File: config.mk
export PLATFORM = sky130hd
export DESIGN_NAME = rr_response_router
export DESIGN_NICKNAME = d
export VERILOG_FILES = /design/src/rtl/rr_pkg.sv /design/src/rtl/rr_tag_fifo.sv /design/src/rtl/rr_response_router.sv
export SDC_FILE = /design/constraint.sdc
export NUM_CORES = 1
export LEC_CHECK = 0
export ABC_AREA = 1
export BUFFER_PORTS_ARGS = -buffer_cell sky130_fd_sc_hd__buf_2
export CAP_MARGIN = 20
export CORE_UTILIZATION = 55
export CTS_BUF_LIST = sky130_fd_sc_hd__clkbuf_8 sky130_fd_sc_hd__clkbuf_16
export DETAILED_ROUTE_END_ITERATION = 16
export PLACE_DENSITY = 0.81
export SETUP_SLACK_MARGIN = 0.15
export SYNTH_ARGS = -nofsm -noshare
export SYNTH_HDL_FRONTEND = slang
export SYNTH_SLANG_ARGS = --single-unit
File: constraint.sdc
create_clock -name clk -period 3.4 [get_ports clk]
set_input_delay 0.68 -clock clk [delete_from_list [all_inputs] [get_ports clk]]
set_output_delay 0.68 -clock clk [all_outputs]
set_load 0.05 [all_outputs]
File: src/rtl/rr_pkg.sv
// ============================================================================
// Module      : rr_pkg
// Description : Shared encodings for the round-robin response return path.
// Revision    : 1.0 - initial release
// ============================================================================
`default_nettype none

package rr_pkg;

    typedef enum logic [1:0] {
        ST_IDLE    = 2'd0,
        ST_COLLECT = 2'd1,
        ST_DELIVER = 2'd2
    } state_t;

    localparam logic MASTER_M1 = 1'b0;
    localparam logic MASTER_M2 = 1'b1;
    localparam logic SLAVE_S1  = 1'b0;
    localparam logic SLAVE_S2  = 1'b1;

    localparam logic [7:0] ADDR_S1 = 8'hAA;
    localparam logic [7:0] ADDR_S2 = 8'hBB;

    typedef struct packed {
        logic master;
        logic slave;
    } tag_t;

endpackage

`default_nettype wire

File: src/rtl/rr_tag_fifo.sv
// ============================================================================
// Module      : rr_tag_fifo
// Description : In-order (master, slave) tag FIFO with occupancy count.
// Revision    : 1.0 - initial release
// ============================================================================
`default_nettype none

module rr_tag_fifo
    import rr_pkg::*;
#(
    parameter int DEPTH = 4
) (
    input  logic                       clk,
    input  logic                       rst,
    input  logic                       i_push,
    input  tag_t                       i_tag,
    input  logic                       i_pop,
    output tag_t                       o_head,
    output logic                       o_full,
    output logic [$clog2(DEPTH+1)-1:0] o_count
);

    localparam int c_PTR_W = $clog2(DEPTH);
    localparam int c_CNT_W = $clog2(DEPTH+1);

    tag_t               r_mem [DEPTH];
    logic [c_PTR_W-1:0] r_wr_ptr;
    logic [c_PTR_W-1:0] r_rd_ptr;
    logic [c_CNT_W-1:0] r_count;
    logic               w_push;
    logic               w_pop;

    // Full comes from the registered count, so a same-cycle pop never frees a slot early
    assign o_full  = (r_count == c_CNT_W'(DEPTH));
    assign o_count = r_count;
    assign o_head  = r_mem[r_rd_ptr];
    assign w_push  = i_push && !o_full;
    assign w_pop   = i_pop && (r_count != '0);

    always_ff @(posedge clk) begin
        if (rst) begin
            r_wr_ptr <= '0;
            r_rd_ptr <= '0;
            r_count  <= '0;
        end else begin
            if (w_push) r_wr_ptr <= r_wr_ptr + 1'b1;
            if (w_pop)  r_rd_ptr <= r_rd_ptr + 1'b1;
            case ({w_push, w_pop})
                2'b10:   r_count <= r_count + 1'b1;
                2'b01:   r_count <= r_count - 1'b1;
                default: r_count <= r_count;
            endcase
        end
    end

    always_ff @(posedge clk) begin
        if (w_push) r_mem[r_wr_ptr] <= i_tag;
    end

endmodule

`default_nettype wire

File: src/rtl/rr_response_router.sv
// ============================================================================
// Module      : rr_response_router
// Description : Routes s1/s2 responses back to the issuing master, in order.
//               Optional macro RESP_TIMEOUT_EN adds a per-response timeout.
// Revision    : 1.0 - initial release
// ============================================================================
`default_nettype none

module rr_response_router
    import rr_pkg::*;
#(
    parameter int DATA_W  = 8,
    parameter int DEPTH   = 4,
    parameter int TIMEOUT = 255
) (
    input  logic                       clk,
    input  logic                       rst,
    input  logic                       req_push,
    input  logic                       req_master,
    input  logic                       req_slave,
    output logic                       req_full,
    output logic [$clog2(DEPTH+1)-1:0] outstanding,
    input  logic                       in_valid_s1,
    input  logic [DATA_W-1:0]          in_data_s1,
    output logic                       out_ready_s1,
    input  logic                       in_valid_s2,
    input  logic [DATA_W-1:0]          in_data_s2,
    output logic                       out_ready_s2,
    output logic                       out_valid_m1,
    output logic [DATA_W-1:0]          out_data_m1,
    input  logic                       in_ready_m1,
    output logic                       out_valid_m2,
    output logic [DATA_W-1:0]          out_data_m2,
    input  logic                       in_ready_m2,
    output logic                       resp_err
);

    localparam int c_CNT_W = $clog2(DEPTH+1);

    generate
        if (DEPTH < 2 || (DEPTH & (DEPTH - 1)) != 0 || TIMEOUT < 1) begin : g_bad_params
            $error("rr_response_router: DEPTH must be a power of 2 >= 2 and TIMEOUT >= 1");
        end
    endgenerate

    state_t              r_state;
    state_t              w_next;
    tag_t                w_head;
    tag_t                w_push_tag;
    logic [c_CNT_W-1:0]  w_count;
    logic                w_collect;
    logic                w_deliver;
    logic                w_timeout;
    logic                w_slave_valid;
    logic [DATA_W-1:0]   w_slave_data;
    logic                w_slave_hs;
    logic                w_master_hs;
    logic [DATA_W-1:0]   w_capture;
    logic [DATA_W-1:0]   r_data_m1;
    logic [DATA_W-1:0]   r_data_m2;

    assign w_push_tag = '{master: req_master, slave: req_slave};

    rr_tag_fifo #(
        .DEPTH (DEPTH)
    ) u_tag_fifo (
        .clk     (clk),
        .rst     (rst),
        .i_push  (req_push),
        .i_tag   (w_push_tag),
        .i_pop   (w_master_hs),
        .o_head  (w_head),
        .o_full  (req_full),
        .o_count (w_count)
    );

    assign outstanding = w_count;
    assign w_collect   = (r_state == ST_COLLECT);
    assign w_deliver   = (r_state == ST_DELIVER);

    assign w_slave_valid = (w_head.slave == SLAVE_S2) ? in_valid_s2 : in_valid_s1;
    assign w_slave_data  = (w_head.slave == SLAVE_S2) ? in_data_s2  : in_data_s1;

    // COLLECT/DELIVER are only reachable with a non-empty FIFO, so the head tag is valid here
    assign out_ready_s1 = w_collect && !w_timeout && (w_head.slave == SLAVE_S1);
    assign out_ready_s2 = w_collect && !w_timeout && (w_head.slave == SLAVE_S2);
    assign w_slave_hs   = w_collect && !w_timeout && w_slave_valid;

    assign out_valid_m1 = w_deliver && (w_head.master == MASTER_M1);
    assign out_valid_m2 = w_deliver && (w_head.master == MASTER_M2);
    assign w_master_hs  = w_deliver &&
                          ((w_head.master == MASTER_M2) ? in_ready_m2 : in_ready_m1);

    assign out_data_m1 = r_data_m1;
    assign out_data_m2 = r_data_m2;
    assign w_capture   = w_timeout ? {DATA_W{1'b1}} : w_slave_data;

    always_ff @(posedge clk) begin
        if (rst) begin
            r_state <= ST_IDLE;
        end else begin
            r_state <= w_next;
        end
    end

    always_comb begin
        w_next = r_state;
        case (r_state)
            ST_IDLE: begin
                if (w_count != '0) w_next = ST_COLLECT;
            end
            ST_COLLECT: begin
                if (w_slave_hs || w_timeout) w_next = ST_DELIVER;
            end
            ST_DELIVER: begin
                if (w_master_hs) begin
                    w_next = (w_count > c_CNT_W'(1)) ? ST_COLLECT : ST_IDLE;
                end
            end
            default: w_next = ST_IDLE;
        endcase
    end

    // Each master's output register doubles as the capture register, so it keeps its last value
    always_ff @(posedge clk) begin
        if (rst) begin
            r_data_m1 <= '0;
            r_data_m2 <= '0;
        end else if (w_slave_hs || w_timeout) begin
            if (w_head.master == MASTER_M2) r_data_m2 <= w_capture;
            else                            r_data_m1 <= w_capture;
        end
    end

`ifdef RESP_TIMEOUT_EN
    localparam int c_TMR_W = $clog2(TIMEOUT+1);

    logic [c_TMR_W-1:0] r_timer;
    logic               r_err;

    assign w_timeout = w_collect && (r_timer == c_TMR_W'(TIMEOUT));
    assign resp_err  = r_err;

    always_ff @(posedge clk) begin
        if (rst) begin
            r_timer <= '0;
            r_err   <= 1'b0;
        end else begin
            if (!w_collect) begin
                r_timer <= '0;
            end else if (!w_slave_hs && !w_timeout) begin
                r_timer <= r_timer + 1'b1;
            end
            if (w_timeout) begin
                r_err <= 1'b1;
            end else if (w_master_hs) begin
                r_err <= 1'b0;
            end
        end
    end
`else
    assign w_timeout = 1'b0;
    assign resp_err  = 1'b0;
`endif

endmodule

`default_nettype wire

Word-level counts from Yosys, hierarchy flattened

Memories as Yosys holds them, arrays and structs flattened. A register that Yosys moved wholly into a read port is not among the register bits.
Cells that the tools add are included.

Add/sub/neg operators: 4
$lt $le $gt $ge: 1
Equality and inequality tests: 8
Muxes and demuxes: 13
Bitwise operators: 2
Reductions and logical operators: 15

Operators by type and width:

| cell                  | count |
|---|---|
| $mux W2               | 5 |
| $logic_and A1 B1 Y1   | 8 |
| $mux W8               | 1 |
| $pmux W2 S3           | 1 |
| $pmux W3 S2           | 1 |
| $mux W1               | 5 |
| $add A2 B1 Y2 const B | 2 |
| $eq A2 B1 Y1 const B  | 2 |
| $eq A2 B2 Y1 const B  | 2 |
| $ne A2 B1 Y1 const B  | 2 |
| $reduce_and A2 Y1     | 2 |
| $add A3 B1 Y3 const B | 1 |
| $eq A3 B3 Y1 const B  | 1 |
| $gt A3 B1 Y1 const B  | 1 |
| $reduce_and A3 Y1     | 1 |
| $reduce_bool A3 Y1    | 1 |
| $sub A3 B1 Y3 const B | 1 |
| $logic_not A2 Y1      | 1 |
| $ne A2 B2 Y1 const B  | 1 |
| $not A1 Y1            | 2 |
| $reduce_bool A2 Y1    | 1 |
| $logic_not A1 Y1      | 1 |

Register bits: 25
RAM bits: 8
Input bits: 25
Output and inout port bits: 25
Word-level logic and storage cells: 50
Memories kept: 1

Memories:

| name             | words | width | read ports | clocked after memory_dff | write ports | RTL line          | source |
|---|---|---|---|---|---|---|---|
| u_tag_fifo.r_mem | 4     | 2     | 1          | 1                        | 1           | rr_tag_fifo.sv:26 | `tag_t r_mem [DEPTH];` |

Longest topological paths before layout

Depth after elaboration: 5
Depth in mapped cells: 15
Depth with buffers taken out: 15

Modules after synthesis

From an unflattened synthesis, not the netlist that was laid out.

Cells, all modules: 221
Area, all modules: 1719.1 um2

By module, submodules not included:

| module             | times used | cells each | area an instance (um2) | seq. area each (um2) |
|---|---|---|---|---|
| rr_response_router | 1          | 132        | 913.4                  | 360.3 |
| rr_tag_fifo        | 1          | 89         | 805.8                  | 420.4 |

Least setup slack after synthesis

OpenSTA, ideal clock, no wires.

Kind: register -> output
Start: register (tool-made name)
End: output port out_ready_s1
Arrival time: 1501 ps
Required time: 2720 ps
Slack: 1219 ps
Stages on the path, launching flop included: 6
Path buffers: 1
Cells stage by stage: dfxtp_1 inv_2 nand2_1 nand3_2 buf_6 a21oi_1

RTL lines:

| element       | RTL line                 | source |
|---|---|---|
| end, declared | rr_response_router.sv:25 | `output logic out_ready_s1,` |

==> summary.md <==
| Metric | Value |
|---|---|
| Layout Skew | `approximately 0.0072 ns` |
| Worst slew pin tran | `~0.6 ns` |
| Clk sink count | `35` |
| Final WL | `approximately 4.1 mm` |
| Gp weighted congestion | `just over 0.8` |
| Outcome | `completed` |
| Die Wd | `roughly 63 um` |
| Nets | `around 360` |
| CTS buffer count | `5` |
| Initial Util | `0.591` |
| DR DRC count | `0` |
| Post-Syn Nets | `approximately 320` |
| Final core occ | `0.698` |
| Port bufs | `between 40 and 50` |
| Worst Path Arrival | `between 1.5 and 2 ns` |
| Hold Path Depth | `4` |
| Tmin final | `roughly 2.6 ns` |
| # diodes | `0` |
| Layout cells sized above 1 | `0.244` |
| Worst IR Drop VDD | `0.000352 V` |
| Crit path max fanout | `12` |
| Max Fclk | `around 0.39 GHz` |
| Multi-input combinational cell area | `roughly 900 um^2` |
| DR vias/cell | `~4.7` |
| Placed cell count | `around 370` |
| Antenna Nets Post-Route | `0` |
| Layout Area Growth over Synthesis | `18.0%` |
| Pwr Total | `between 1 and 1.5 mW` |
| Critical path class | `flip-flop to output port` |
| H-tree Lvls | `2` |
| Fraction of registers with async set/reset | `0` |
| Worst-Skew Late Latency | `about 0.29 ns` |
| Area leader, netlist | `dfxtp_1` |
| Worst rel slew slack | `0.599` |
| Top-count cell post-synth | `nand2_1` |
| Synth top area share | `0.268` |
| Count of pins over their slew limit | `0` |
| Setup Viol. Count Final | `0` |
| Post-synthesis sequential area ratio | `0.387` |
| Max cap viols | `0` |
| Post-synth EDFFs | `8` |
| Drt pass-1 iters | `4` |
| Top cells by count, synth | `nand2_1 (68), inv_1 (64), dfxtp_1 (27), nor2_1 (24), nand4_1 (16)` |
| Synth Register Bits | `35` |
| Dpl hpwl | `2.99 mm` |
| Hold violation count in the final report | `0` |
| Distinct cell type count after synthesis | `24` |
| Post-route setup TNS | `0 ns` |
| Initial antenna violation count | `0` |
| Worst-path clk slew | `around 0.080 ns` |
| Register Area | `between 700 and 800 um^2` |
| Core Rows | `21` |
| First-pass GRT wire length | `between 7 and 8 mm` |
| Final cell count without fillers | `~370` |
| Yosys warns | `0` |
| Tot GR Track Use | `0.229` |
| Fill count | `roughly 310` |
| Power Density | `500 nW/um^2` |
| Critical Path Source Type | `flip-flop` |
| Root Driver | `clkbuf_8` |
| Number of setup buffers added after CTS | `0` |
| Ports | `50` |
| Largest cells by area after synthesis | `dfxtp_1 (27%), nand2_1 (13%), edfxtp_1 (12%), inv_1 (12%), ha_1 (5.6%)` |
| Top FF cell, synth | `dfxtp_1` |
| Post-cts sizing count | `0` |
| Drt wl/cell | `10.9 um` |
| Via Count | `1768` |
| Cts hold-fix bufs | `0` |
| Synth Area per Inst | `~7 um^2` |
| HP Class | `flip-flop to flip-flop` |
| CTS Buffer Depth | `2` |
| Die area | `3920 um^2` |
| GR Overflow Total | `0` |
| Crit. End Element | `output port` |
| CTS tree | `yes` |
| Final Cycle Share | `0.753` |
| CP required | `2.72 ns` |
| Core footprint | `around 3400 um^2` |
| Mapped Cells | `~280` |
| Pin count of the biggest net entering global routing | `21` |
| Iter 0 DRT Violations | `74` |
| Unrepaired setup endpoints after global routing | `no` |
| R2R depth | `14` |
| Vias in the first global route | `~1600` |
| Post-Synthesis Cell Area | `2020 um^2` |
| Leakage | `approximately 1.3 nW` |
| Chip Height | `62.6 um` |
kinds of logic (layout without fill, tap and decap cells):
group	Yosys count	in the layout	synth area share
other cells	1	1	0.00186
xor+xnor	3	3	0.0130
simple gates	139	139	0.338
fa+ha+maj	9	9	0.0558
flops	35	35	0.387
compound gates	16	16	0.0415
buf+inv	79	125	0.163
stage by stage:
step,worst slack [ns],instance area [um^2],hold WS (ns)
after global routing,0.693,2380,0.537
after floorplan,1.22,2020,0.459
after detailed placement,1.02,2250,0.496
final,0.840,2380,0.511
after CTS,0.849,2380,0.507
after global placement,1.16,2250,0.496
power by group:
part,switching (mW),internal [mW]
clock network,0.155,0.292
registers,0.0160,0.451
logic,0.200,0.0762
total,0.371,0.820
layout make-up:
type                       instances  share of cell area
multi-input combinational        168               0.382
sequential                        35               0.328
inverter                          69               0.109
timing repair buffer              48               0.101
clock buffer                       5              0.0289
clock inverter                     3              0.0283
tap                               46              0.0241
layout by cell type (no fill, tap or decap), types with 6 or more instances in the layout:
| master | n |
|---|---|
| nand2_1 | 68 |
| inv_1 | 64 |
| buf_2 | 48 |
| dfxtp_1 | 27 |
| nor2_1 | 24 |
| nand4_1 | 16 |
| nand3_1 | 13 |
| a21oi_1 | 9 |
| nor2_2 | 9 |
| ha_1 | 9 |
| edfxtp_1 | 8 |
| o21ai_0 | 6 |
state kept, by name, indices dropped and copies added, names as in the netlist, named ones only:
signal	flops
u_tag_fifo.o_count	3
u_tag_fifo.r_rd_ptr	2
r_state	2
u_tag_fifo.r_mem	8
out_data_m2	8
out_data_m1	8
u_tag_fifo.r_wr_ptr	2
critical path, stage by stage (launching register included):
cell     delay [ns]
dfxtp_1        0.39
inv_2          0.07
nand2_1        0.07
nand3_1        0.07
nand2_1        0.35
inv_2          0.21
nor2_1         0.15
buf_2          0.28
per-layer routing:
metal,vias up,share of wire,track usage,wire length [um]
li1,942,-,-,-
met1,776,0.44,0.268,1790
met2,45,0.49,0.410,2020
met3,5,0.058,0.0511,239
met4,0,0.010,0.0698,42
met5,-,0,0,0
worst paths after layout:
kind / startpoint / endpoint / slack (ns)
setup / recovery: flip-flop / out_valid_m1 / 0.84
hold / removal: out_data_m1[6] / out_data_m1[6] / 0.51
setup reg to reg: flip-flop / u_tag_fifo.o_count[2] / 0.98
hold reg to reg: out_data_m1[6] / out_data_m1[6] / 0.51
Note: power is estimated with default switching activity, not from simulation.
